`config.mk`:
```
export PLATFORM = sky130hd
export DESIGN_NAME = pc_unit
export DESIGN_NICKNAME = d
export VERILOG_FILES = /design/src/rtl/pc_pkg.sv /design/src/rtl/pc_unit_ras.sv /design/src/rtl/pc_unit.sv
export SDC_FILE = /design/constraint.sdc
export NUM_CORES = 1
export LEC_CHECK = 0
export CORE_UTILIZATION = 56
export DETAILED_ROUTE_END_ITERATION = 8
export PLACE_DENSITY = 0.93
export SLEW_MARGIN = 20
export SYNTH_ARGS = -nofsm -noshare
export SYNTH_HDL_FRONTEND = slang
export SYNTH_SLANG_ARGS = --single-unit
export TNS_END_PERCENT = 5
```
`constraint.sdc`:
```
create_clock -name clk -period 8.8 [get_ports clk]
set_input_delay 2.64 -clock clk [delete_from_list [all_inputs] [get_ports clk]]
set_output_delay 2.64 -clock clk [all_outputs]
set_load 0.005 [all_outputs]
```
`src/rtl/pc_pkg.sv`:
```
// Shared definitions for the fetch program-counter unit: increment, redirect
// source tags and the branch-offset scaling helper.
package pc_pkg;

   localparam int PC_INC = 4;
   localparam int MAX_W  = 64;

   typedef enum logic [2:0] {
      SRC_SEQ,
      SRC_BRANCH,
      SRC_JUMP,
      SRC_RET,
      SRC_TRAP
   } redirect_src_e;

   // Word offset (already sign-extended to MAX_W) to byte offset; callers
   // keep the low ADDR_W bits, which gives modulo-2^ADDR_W arithmetic.
   function automatic logic [MAX_W-1:0] sext_shift(input logic signed [MAX_W-1:0] off);
      return {off[MAX_W-3:0], 2'b00};
   endfunction

endpackage

```
`src/rtl/pc_unit_ras.sv`:
```
// Circular return-address stack: the oldest entry is overwritten when full,
// and a sticky error flag records any overflow or underflow.
module ras_stack
   import pc_pkg::*;
#(
   parameter int ADDR_W = 32,
   parameter int DEPTH  = 4
) (
   input  logic                     clk,
   input  logic                     rst,
   input  logic                     push_i,
   input  logic                     pop_i,
   input  logic [ADDR_W-1:0]        data_i,
   output logic [ADDR_W-1:0]        top_o,
   output logic [$clog2(DEPTH):0]   count_o,
   output logic                     err_o
);

   localparam int PW = $clog2(DEPTH);
   localparam int CW = PW + 1;
   localparam logic [PW-1:0] PTR_ONE = PW'(1);
   localparam logic [CW-1:0] CNT_ONE = CW'(1);
   localparam logic [CW-1:0] FULL    = CW'(DEPTH);

   logic [ADDR_W-1:0] mem_q [DEPTH];
   logic [PW-1:0]     ptr_q;
   logic [CW-1:0]     count_q;
   logic              err_q;
   logic              full;
   logic              empty;

   assign full    = (count_q == FULL);
   assign empty   = (count_q == '0);
   assign top_o   = mem_q[ptr_q - PTR_ONE];
   assign count_o = count_q;
   assign err_o   = err_q;

   always_ff @(posedge clk or posedge rst) begin
      if (rst) begin
         for (int i = 0; i < DEPTH; i++) mem_q[i] <= '0;
         ptr_q   <= '0;
         count_q <= '0;
         err_q   <= 1'b0;
      end else if (push_i) begin
         mem_q[ptr_q] <= data_i;
         ptr_q        <= ptr_q + PTR_ONE;
         if (full) err_q   <= 1'b1;
         else      count_q <= count_q + CNT_ONE;
      end else if (pop_i) begin
         // An empty pop leaves the pointer alone so later pushes stay aligned.
         if (empty) begin
            err_q <= 1'b1;
         end else begin
            ptr_q   <= ptr_q - PTR_ONE;
            count_q <= count_q - CNT_ONE;
         end
      end
   end

endmodule

```
`src/rtl/pc_unit.sv`:
```
// Fetch program counter: prioritised next-PC selection (trap, stall, return,
// jump/call, branch, sequential) with a return-address stack for call/return.
module pc_unit
   import pc_pkg::*;
#(
   parameter int               ADDR_W    = 32,
   parameter int               OFF_W     = 32,
   parameter logic [ADDR_W-1:0] RESET_VEC = '0,
   parameter logic [ADDR_W-1:0] TRAP_VEC  = ADDR_W'('h100),
   parameter int               RAS_DEPTH = 4
) (
   input  logic                         clk,
   input  logic                         rst,
   input  logic                         stall,
   input  logic                         branch_sig,
   input  logic signed [OFF_W-1:0]      branch_off,
   input  logic                         jump_sig,
   input  logic [ADDR_W-1:0]            jump_target,
   input  logic                         call_sig,
   input  logic                         ret_sig,
   input  logic                         trap_sig,
   output logic [ADDR_W-1:0]            pc,
   output logic [ADDR_W-1:0]            pc_plus4,
   output logic [$clog2(RAS_DEPTH):0]   ras_count,
   output logic                         ras_err
);

   logic [ADDR_W-1:0]  pc_q;
   logic [ADDR_W-1:0]  pc_d;
   logic [ADDR_W-1:0]  ras_top;
   logic [MAX_W-1:0]   off_bytes;
   logic [ADDR_W-1:0]  branch_tgt;
   logic               ras_push;
   logic               ras_pop;
   redirect_src_e      src;

   assign pc         = pc_q;
   assign pc_plus4   = pc_q + ADDR_W'(PC_INC);
   assign off_bytes  = sext_shift(MAX_W'(branch_off));
   assign branch_tgt = pc_plus4 + off_bytes[ADDR_W-1:0];

   always_comb begin
      src      = SRC_SEQ;
      ras_push = 1'b0;
      ras_pop  = 1'b0;
      pc_d     = pc_plus4;
      if (trap_sig) begin
         src = SRC_TRAP;
      end else if (stall) begin
         pc_d = pc_q;
      end else if (ret_sig) begin
         src     = SRC_RET;
         ras_pop = 1'b1;
      end else if (jump_sig) begin
         src      = SRC_JUMP;
         ras_push = call_sig;
      end else if (branch_sig) begin
         src = SRC_BRANCH;
      end

      case (src)
         SRC_TRAP:   pc_d = TRAP_VEC;
         SRC_RET:    pc_d = (ras_count != '0) ? ras_top : TRAP_VEC;
         SRC_JUMP:   pc_d = jump_target;
         SRC_BRANCH: pc_d = branch_tgt;
         default:    ;
      endcase
   end

   always_ff @(posedge clk or posedge rst) begin
      if (rst) pc_q <= RESET_VEC;
      else     pc_q <= pc_d;
   end

   ras_stack #(
      .ADDR_W (ADDR_W),
      .DEPTH  (RAS_DEPTH)
   ) u_ras (
      .clk     (clk),
      .rst     (rst),
      .push_i  (ras_push),
      .pop_i   (ras_pop),
      .data_i  (pc_plus4),
      .top_o   (ras_top),
      .count_o (ras_count),
      .err_o   (ras_err)
   );

endmodule

```
## Word-level counts from Yosys, hierarchy flattened

Index checks and enable logic that the tools add are counted.

| storage, ports and cells | value |
|---|---|
| register bits | 166 |
| bits in latches | 0 |
| bits in writable memories | 0 |
| ROM bits | 0 |
| input port bits | 72 |
| memories | 0 |

| operators by class | value |
|---|---|
| add/subtract/negate cells | 6 |
| $mul | 0 |
| divide/modulo/power cells | 0 |
| order comparisons | 3 |
| eq/ne operators | 9 |
| shift-type cells | 0 |
| multiplexer cells | 33 |
| bitwise operators | 2 |
| reduce and logical (&&, ||, !) cells | 8 |

Operator list:

| cell | count |
|---|---|
| $mux 32 | 6 |
| $bwmux 128 | 1 |
| $pmux 32 s4 | 1 |
| $bmux 32 s2 | 1 |
| $demux 32 s2 | 1 |
| $add 32x3->32 const B | 1 |
| $add 32x32->32 | 1 |
| $mux 3 | 5 |
| $mux 1 | 12 |
| $mux 2 | 6 |
| $eq 3x2->1 const B | 2 |
| $eq 3x3->1 const B | 2 |
| $ge 3x3->1 const B | 2 |
| $ne 6x1->1 const B | 1 |
| $not 2->3 | 2 |
| $reduce_and 3->1 | 2 |
| $ne 2x2->1 const B | 2 |
| $reduce_bool 2->1 | 2 |
| $add 3x1->3 const B | 1 |
| $eq 3x1->1 const B | 1 |
| $logic_not 3->1 | 1 |
| $lt 3x1->1 const B | 1 |
| $reduce_bool 3->1 | 1 |
| $sub 3x1->3 const B | 1 |
| other kinds (5) | 5 |

## Logic depth before layout (Yosys ltp)

Gate-level depths: netlist (run 1).

| logic depth | value |
|---|---|
| depth in word-level cells | 7 |
| depth in mapped cells | 17 |
| mapped depth without buffers | 16 |

## By module

A second synthesis (run 1) with hierarchy kept.

| unflattened totals | value |
|---|---|
| cell total of the unflattened synthesis | 918 |
| area total of the unflattened synthesis | 10,512.6 um2 |

Modules (own cells, without submodules):

| module | times used | cells each | area each (um2) | seq. area each (um2) |
|---|---|---|---|---|
| ras_stack | 1 | 353 | 6,124.6 | 3,353.2 |
| pc_unit | 1 | 565 | 4,388.0 | 800.8 |

## Least setup slack after synthesis (run 1)

Ideal clock, no wire load.

| path | value |
|---|---|
| path kind | input port to flip-flop |
| start | in branch_off[0] |
| end | reg pc_q[24], in the netlist pc[24] |
| data arrival time | 4.553 ns |
| setup slack | 4.161 ns |
| cell stages on the path | 11 |
| buffers on the path | 0 |
| path through | ha_1 -> inv_1 -> fa_1 -> nor2b_1 -> o211ai_1 -> a31o_1 -> nand3_1 -> nand4_1 -> a21o_1 -> and4_1 -> nor3_1 |

| on the way | value |
|---|---|
| longest elaborated chain between the ends | 2 |

RTL lines:

| item | line | source |
|---|---|---|
| start, declared | pc_unit.sv:16 | `input logic signed [OFF_W-1:0] branch_off,` |
| $add 32x32->32 | pc_unit.sv:40 | `assign branch_tgt = pc_plus4 + off_bytes[ADDR_W-1:0];` |
| $pmux 32 s4 | pc_unit.sv:61 | `case (src)` |
| end signal, assigned | pc_unit.sv:72 | `else pc_q <= pc_d;` |
| end, declared | pc_unit.sv:28 | `logic [ADDR_W-1:0] pc_q;` |

No other way between the ends.
A chain may end at the register's enable or synchronous reset.

## Worst setup path after layout (run 1)

| path | value |
|---|---|
| start | reg pc_q[2], in the netlist pc[2] |
| end | out pc_plus4[24] |

| on the way | value |
|---|---|
| longest elaborated chain between the ends | 1 |

RTL lines:

| item | line | source |
|---|---|---|
| $add 32x3->32 | pc_unit.sv:38 | `assign pc_plus4 = pc_q + ADDR_W'(PC_INC);` |
| end, declared | pc_unit.sv:23 | `output logic [ADDR_W-1:0] pc_plus4,` |

No other way between the ends.

==> results of run 1 <==
## report_power, final
group	internal (mW)	switching [mW]	total, mW
sequential	0.902	0.115	1.02
combinational	0.428	0.496	0.925
clock	0.418	0.315	0.733
total	1.75	0.927	2.67
## synth_stat cells (all sizes together) (2+ instances only)
master,count,share of area (%)
a211oi,5,0.38
a21o,14,1.1
a21oi,53,2.7
a221o,6,0.61
a221oi,22,2.0
a222oi,4,0.41
a22oi,3,0.23
a31o,2,0.18
a31oi,13,0.82
and2,4,0.25
and3,9,0.58
and4,4,0.36
buf,16,0.88
clkbuf,44,1.8
dfrtp,166,42
fa,2,0.41
ha,38,4.8
inv,50,1.9
mux2,8,0.91
mux2i,2,0.20
mux4,32,7.3
nand2,166,6.3
nand2b,3,0.19
nand3,27,1.5
nand4,13,0.89
nor2,49,1.9
nor2b,6,0.38
nor3,17,1.1
nor3b,4,0.30
o2111ai,2,0.18
o211ai,5,0.38
o21a,14,1.1
o21ai,154,7.8
o21bai,2,0.15
o221ai,11,0.98
o22a,2,0.18
o22ai,4,0.25
o31ai,2,0.15
o32a,2,0.20
or2,4,0.25
or3,3,0.29
xnor2,30,2.7
xor2,21,1.9
## layer usage
metal  GRT usage (%)  vias up  wire (um)
met5               0        -          0
met4           17.54        0       1464
met3           9.272      153       3290
met2           55.27      720      14060
met1           41.50     4396      10770
li1                -     3993          -
## final cells by class
type                    instances  area [um2]
inverters                      50       192.7
fillers                      1192        5308
well taps                     225       281.5
multi-input cells             769        5258
clock inverters                15       156.4
clock buffers                  17       425.4
repair buffers                149        1461
flip-flops and latches        166        4154
## flip-flops by register name, indices dropped and copies added, names as in the netlist
name and count:
u_ras.ptr_q 2, u_ras.err_o 1, u_ras.count_o 3, pc 32, u_ras.mem_q 128
## kinds of logic after synthesis
kind of cell / after synthesis / share of synthesized area, %
adders and majority gates: 40 / 5.228
muxes: 42 / 8.426
and+or+nand+nor: 311 / 14.58
xor gates and xnor gates: 51 / 4.683
DFF: 166 / 42.13
buffers and inverters: 111 / 4.657
AOI/OAI and AO/OA: 325 / 20.29
## tightest hold or removal path: cells and delay by family, from the launching register on
kind / cells / cell delay (ps)
DFF: 1 / 340
AOI/OAI and AO/OA: 1 / 50
buffers and inverters: 1 / 40
## worst paths after layout
path	start	endpoint	slack, ps	depth (start not counted)
worst max-delay path	pc[2]	pc_plus4[24]	2560	7
worst min-delay path	u_ras.err_o	u_ras.err_o	470	2
worst max register to register	pc[2]	pc[31]	3850	15
worst min register to register	u_ras.err_o	u_ras.err_o	470	2
max in group asynchronous	rst	u_ras.mem_q[39]	4640	3
min in group asynchronous	rst	u_ras.count_o[1]	2810	2
==> impl_metrics.tcl, run 1 <==
set metrics [dict create \
    worst_ir_drop_vdd_v 0.0001617 \
    die_w_um 134.7 \
    crit_path_top_delay_cell "nor3_1" \
    grt_pass1_vias 9113 \
    crit_buf_inv 2 \
    postLayoutCoreUtil_pct 69.21 \
    hold_viol_final 0 \
    wirelength_um 29580 \
    finalMaxSlewViolations 0 \
    layout_commonest_cell "dfrtp_1" \
    chipHeight_um 134.7 \
    drc 0 \
    die-area_um2 18140 \
    power_density_nw_per_um2 224.2 \
    yosys_warnings 0 \
    relSlewSlack_pct 17.84 \
    grtUsageTotal_pct 33.95 \
    drive_gt1_share_pct 9.177 \
    crit_path_end_kind "output pin" \
    dp_slack_ps 3128 \
    path_cells "ha_1 > nand2_1 > nor3_1 > nand4_1 > xor2_1 > inv_1 > clkdlybuf4s50_1" \
    cp_top_family "simple AND/OR/NAND/NOR gates" \
    vias 9262 \
    fin_area_um2 11930 \
    ys_async_sr_fraction_pct 100.0 \
    syn_inst 1046 \
    stdcell_count 1391 \
    cts.sinks 166 \
    cp.required_ps 6160 \
    grt_pass1_wl_um 46940 \
    timing.hold.ws_ps 467.2 \
    yosys_most_used_dff "dfrtp_1" \
    syn-num-nets 1158 \
    worst_pin_slew_ps 1229 \
    cts_buffers 17 \
    setup-violations-final 0 \
    synth_edf_count 0 \
    synth.yosys.seq_area_share_pct 42.13 \
    cts_tree "done" \
    rows 48 \
    grt_max_degree 107 \
    ctsHoldBuffers 0 \
    cts_buffer_depth 2 \
    final_cell_mix "166 x dfrtp_1, 165 x nand2_1, 151 x o21ai_0" \
    antenna_found_initial 0 \
    overflow 0 \
    arrival_ps 3600 \
    p_leak_nw 5.245 \
    syn_area_um2 9859 \
    skew_ps 10.11 \
    hp-class "reg2reg" \
    area.growth.synth_to_final_pct 20.99 \
    ios 140 \
    rsz0062_at_grt "false" \
    cp-start-kind "register" \
    setup_slack_ps 2556 \
    io_buffers 137 \
    core_um2 17240 \
    cts-root-buf "clkbuf_16" \
    maxCapViolCount 0 \
    path_max_fanout 10 \
    place_inst 1359 \
    cts_setup_buffers 0 \
    min_period_ps 6244 \
    synth_seq_cells 166 \
    via_per_inst 6.659 \
    hpwl_um 19060 \
    path_clk_slew_ps 60 \
    fmax_mhz 160.2 \
    cts_resized 0 \
    avgSynthCellArea_um2 9.426 \
    gp_congestion 0.9401 \
    slowest_delay_ps 760 \
    diodes 0 \
    status "finished clean" \
    path_class "reg2out" \
    start_util_pct 57.20 \
    wl_per_cell_um 21.27 \
    power_mw 2.675 \
    drt_iter0_markers 1359 \
    synth_cell_type_count 66 \
    finalCritPeriodShare_pct 70.96 \
    placed_area_um2 11350 \
    ctsHtreeMaxLevel 4 \
    drt_pass1_iterations 8 \
    ant_nets 0 \
    clk_latency_ps 440 \
    final_nets 1265 \
    fin_setup_tns_ps 0 \
]
No activity file was read; power rests on OpenSTA's default activity.
==> inputs of run 2 (changes only) <==
Clock period 8.8 ns to 6.35 ns, I/O delays scaled along.
==> run 2 against run 1 <==
  * Register-to-register slack worse by 2400 ps
  * Final cell count about the same
  * Power up 35%
  * Setup slack worse by 1700 ps
  * Clock skew down 1.0 ps
  * Hold slack better by 9.4 ps
  * First-iteration DRC count down 14%
  * Utilization down 0.094 points
  * Combinational power up 39%
  * Clock-buffer cell count up 4
  * Critical path type unchanged
  * Largest power group unchanged
==> impl_metrics.tcl, run 2 (same netlist as run 1, synthesis figures left out) <==
set metrics [dict create \
    grt_pass1_wl_um 47060 \
    path_clk_slew_ps 60 \
    cp_top_family "simple AND/OR/NAND/NOR gates" \
    drc 0 \
    postLayoutCoreUtil_pct 69.11 \
    cts_setup_buffers 0 \
    fin_setup_tns_ps 0 \
    vias 9232 \
    dp_slack_ps 1398 \
    top_register "u_ras.mem_q" \
    wl_per_cell_um 21.23 \
    wirelength_um 29560 \
    cts_tree "done" \
    diodes 0 \
    overflow 0 \
    crit_path_end_kind "output pin" \
    layout_commonest_cell "dfrtp_1" \
    largest_reg_flops 128 \
    p_leak_nw 5.249 \
    fmax_mhz 182.7 \
    hp-class "reg2reg" \
    power_density_nw_per_um2 303.2 \
    core_um2 17240 \
    drt_pass1_iterations 7 \
    setup_slack_ps 875.8 \
    gp_congestion 0.9817 \
    setup-violations-final 0 \
    cp.required_ps 4450 \
    fin_area_um2 11910 \
    die_w_um 134.7 \
    cts_buffer_depth 2 \
    maxCapViolCount 0 \
    path_max_fanout 10 \
    skew_ps 9.085 \
    min_period_ps 5474 \
    io_buffers 137 \
    nFillCells 1215 \
    power_mw 3.612 \
    antenna_found_initial 0 \
    cp-start-kind "register" \
    crit_path_top_delay_cell "nor3_1" \
    grt_max_degree 91 \
    grt_pass1_vias 9201 \
    path_class "reg2out" \
    clk_latency_ps 430 \
    finalMaxSlewViolations 0 \
    stdcell_count 1392 \
    final_cell_mix "166 x dfrtp_1, 163 x nand2_1, 151 x o21ai_0" \
    area.growth.synth_to_final_pct 20.83 \
    rows 48 \
    chipHeight_um 134.7 \
    cts_buffers 17 \
    path_cells "ha_1 > nand2_1 > nor3_1 > nand4_1 > xor2_1 > inv_1 > clkdlybuf4s50_1" \
    hpwl_um 19780 \
    via_per_inst 6.632 \
    ctsHoldBuffers 0 \
    ios 140 \
    slowest_delay_ps 750 \
    status "finished clean" \
    ant_nets 0 \
    worst_pin_slew_ps 1235 \
    grtUsageTotal_pct 34.05 \
    cts_resized 0 \
    ctsHtreeMaxLevel 4 \
    timing.hold.ws_ps 476.6 \
    drive_gt1_share_pct 9.169 \
    finalCritPeriodShare_pct 86.21 \
    relSlewSlack_pct 17.43 \
    die-area_um2 18140 \
    cts.sinks 166 \
    arrival_ps 3570 \
    cts-root-buf "clkbuf_16" \
    crit_buf_inv 2 \
    place_inst 1360 \
    placed_area_um2 11380 \
    drt_iter0_markers 1168 \
    hold_viol_final 0 \
    final_nets 1267 \
    worst_ir_drop_vdd_v 0.0002709 \
    rsz0062_at_grt "false" \
    start_util_pct 57.20 \
]
-- run 2: cell types whose count changed in the layout (fill, tap and decap cells not counted), moves of 3 or more --
cell      before  now
buf_12         0    3
clkinv_4       4    1
clkbuf_1       0    3
clkinv_2       3    7
-- run 2: final timing paths --
kind	start	end	slack, ps	cells past startpoint
hold reg to reg	u_ras.err_o	u_ras.err_o	480	2
max in group asynchronous	rst	u_ras.mem_q[82]	3370	4
setup / recovery	pc[2]	pc_plus4[24]	880	7
min in group asynchronous	rst	u_ras.mem_q[40]	1910	2
setup reg to reg	pc[2]	pc[31]	1430	15
hold / removal	u_ras.err_o	u_ras.err_o	480	2
-- run 2: report_power, final --
group / switching (mW) / internal, mW / leakage [nW]
combinational: 0.687 / 0.602 / 2.76
sequential: 0.156 / 1.25 / 2.24
clock: 0.415 / 0.502 / 0.252
-- run 2: cell type report --
| cell class | count | area, um2 | area share [%] |
|---|---|---|---|
| Timing Repair Buffer | 151 | 1514 | 12.71 |
| Clock buffer | 21 | 450.4 | 3.781 |
| Multi-Input combinational cell | 769 | 5263 | 44.18 |
| Clock inverter | 10 | 58.81 | 0.4936 |
| Tap cell | 225 | 281.5 | 2.363 |
| Sequential cell | 166 | 4154 | 34.87 |
| Inverter | 50 | 191.4 | 1.607 |
-- run 2: tightest hold or removal path: cells and delay by family, from the launching register on --
| family | cells | cell delay, ps |
|---|---|---|
| compound gates | 1 | 50 |
| buf+inv | 1 | 40 |
| flops | 1 | 350 |
-- run 2: routing by layer --
metal  part of all wire (%)  vias up  track usage, %
met4                    5.4        0           20.10
met5                      0        -               0
met3                     12      153           7.282
li1                       -     3989               -
met2                     47      711           54.64
met1                     36     4379           42.67
==> inputs of run 3 (changes only) <==
Clock period 6.35 ns to 5.7 ns, I/O delays scaled along.
==> run 3 against run 2 <==
  * Final cell count grew 0.22%
  * Cell area is 0.42% higher
  * Non-clock buffer count up 2
  * Power up 15%
  * Global-route usage is essentially flat
  * Utilization is 0.29 points higher
  * Register-to-register slack worse by 580 ps
  * Largest cell class unchanged
==> impl_metrics.tcl, run 3 (same netlist as run 1, synthesis figures left out) <==
set metrics [dict create \
    status "finished clean" \
    clk_latency_ps 450 \
    grt_pass1_wl_um 47040 \
    path_clk_slew_ps 70 \
    via_per_inst 6.603 \
    grtUsageTotal_pct 34.07 \
    cp-start-kind "register" \
    rows 48 \
    hold_viol_final 0 \
    p_sw_share_pct 34.56 \
    fin_setup_tns_ps 0 \
    cts_resized 0 \
    p_leak_nw 5.268 \
    r2r-start "pc[2]" \
    largest_reg_flops 128 \
    final_nets 1269 \
    diodes 0 \
    path_class "reg2out" \
    min_period_ps 5330 \
    p_clk_share_pct 27.7 \
    min_path_cells 2 \
    overflow 0 \
    seqCellArea_um2 4154 \
    setup-violations-final 0 \
    start_util_pct 57.20 \
    worst_pin_slew_ps 1173 \
    crit_buf_inv 2 \
    p_int_mw 2.719 \
    setup_slack_ps 369.7 \
    wirelength_um 29430 \
    ios 140 \
    cts_buffers 17 \
    fmax_mhz 187.6 \
    p_switching_mw 1.436 \
    grt_max_degree 93 \
    finalCritPeriodShare_pct 93.51 \
    layout_commonest_cell "dfrtp_1" \
    ctsHoldBuffers 0 \
    min_to "u_ras.err_o" \
    die_w_um 134.7 \
    vias 9211 \
    rr_endpoint "pc[31]" \
    die-area_um2 18140 \
    reg2reg_slack_ps 850 \
    power_density_nw_per_um2 347.3 \
    ant_nets 0 \
    drc 0 \
    cts-root-buf "clkbuf_16" \
    wl_per_cell_um 21.10 \
    path_max_fanout 10 \
    slowest_delay_ps 720 \
    top_register "u_ras.mem_q" \
    cts_tree "done" \
    drt_iter0_markers 1096 \
    core_um2 17240 \
    io_buffers 137 \
    rsz0062_at_grt "false" \
    multi_input_area_um2 5258 \
    hp-start "u_ras.err_o" \
    maxCapViolCount 0 \
    antenna_found_initial 0 \
    cts_setup_buffers 0 \
    relSlewSlack_pct 21.57 \
    finalMaxSlewViolations 0 \
    cp.required_ps 3990 \
    cts_buffer_depth 2 \
    dp_slack_ps 984.2 \
    gp_congestion 0.9847 \
    cts.sinks 166 \
    p_seq_share_pct 37.9 \
    hp-class "reg2reg" \
    reg2reg_depth 15 \
    path_cells "ha_1 > nand2_1 > nor3_1 > nand4_1 > xor2_1 > inv_1 > clkdlybuf4s50_1" \
    crit_path_end_kind "output pin" \
    hpwl_um 19490 \
    area.growth.synth_to_final_pct 21.33 \
    combPwrFrac_pct 34.4 \
    grt_pass1_vias 9318 \
    final_cell_mix "166 x dfrtp_1, 165 x nand2_1, 151 x o21ai_0" \
    nFillCells 1213 \
    ctsHtreeMaxLevel 4 \
    crit_path_top_delay_cell "nor3_1" \
    arrival_ps 3620 \
    worst_ir_drop_vdd_v 0.0002817 \
    chipHeight_um 134.7 \
    skew_ps 14.14 \
    cp_top_family "simple AND/OR/NAND/NOR gates" \
    drt_pass1_iterations 6 \
    drive_gt1_share_pct 9.231 \
]
-- run 3: cell types whose count changed in the layout (fill, tap and decap cells not counted) --
cell / before / now
buf_12: 3 / 1
buf_4: 11 / 15
bufinv_16: 0 / 2
clkinv_2: 7 / 3
clkinvlp_4: 3 / 4
inv_6: 0 / 2
nand2_1: 163 / 165
nand2_2: 3 / 1
-- run 3: how the worst max path moves through the flow --
stage                   from      endpoint  slack, ps  cells past startpoint
2_1_floorplan            rst         pc[0]       1880                      1
3_3_place_gp           pc[2]  pc_plus4[24]       1060                      7
3_5_place_dp   branch_off[4]        pc[31]        980                     10
4_1_cts                pc[2]  pc_plus4[24]        420                      7
5_1_grt                pc[2]  pc_plus4[24]        210                      7
6_report               pc[2]  pc_plus4[24]        370                      7
-- run 3: layer usage --
metal / vias to the layer above / global-route usage [%] / part of all wire (%)
met1: 4411 / 41.39 / 37
met3: 148 / 9.084 / 10
li1: 4006 / - / -
met2: 646 / 54.81 / 48
met4: 0 / 19.98 / 4.9
met5: - / 0 / 0
-- run 3: per-stage QoR --
stage / util (%) / power [mW] / area (um2) / cells / hold WS, ps
floorplan: - / 2.484 / 9863 / 1046 / 444.6
global placement: 66.07 / 2.906 / 11390 / 1363 / 449.2
detailed placement: 66.07 / 2.974 / 11390 / 1363 / 459.1
CTS: 69.40 / 4.138 / 11960 / 1395 / 474.5
global route: 69.40 / 4.355 / 11960 / 1395 / 501.3
finish: 69.40 / 4.155 / 11960 / 1395 / 470.0
-- run 3: area by class of cell --
class | instances | area share, %
timing repair buffer | 153 | 12.57
clock buffer | 21 | 3.765
sequential | 166 | 34.72
clock inverter | 11 | 1.035
multi-input combinational | 769 | 43.95
tap | 225 | 2.353
inverter | 50 | 1.600
-- run 3: power by group through the flow --
stage	registers [mW]	logic [mW]	clock network [mW]
6_report	1.57	1.43	1.15
5_1_grt	1.59	1.56	1.20
4_1_cts	1.56	1.42	1.16
3_5_place_dp	1.58	1.40	0
3_3_place_gp	1.56	1.35	0
2_1_floorplan	1.53	0.956	0
-- run 3: tightest hold or removal path: cells and delay by family (launching register included) --
family | cells | cell delay, ps
buf+inv | 1 | 40
compound gates | 1 | 50
flops | 1 | 340
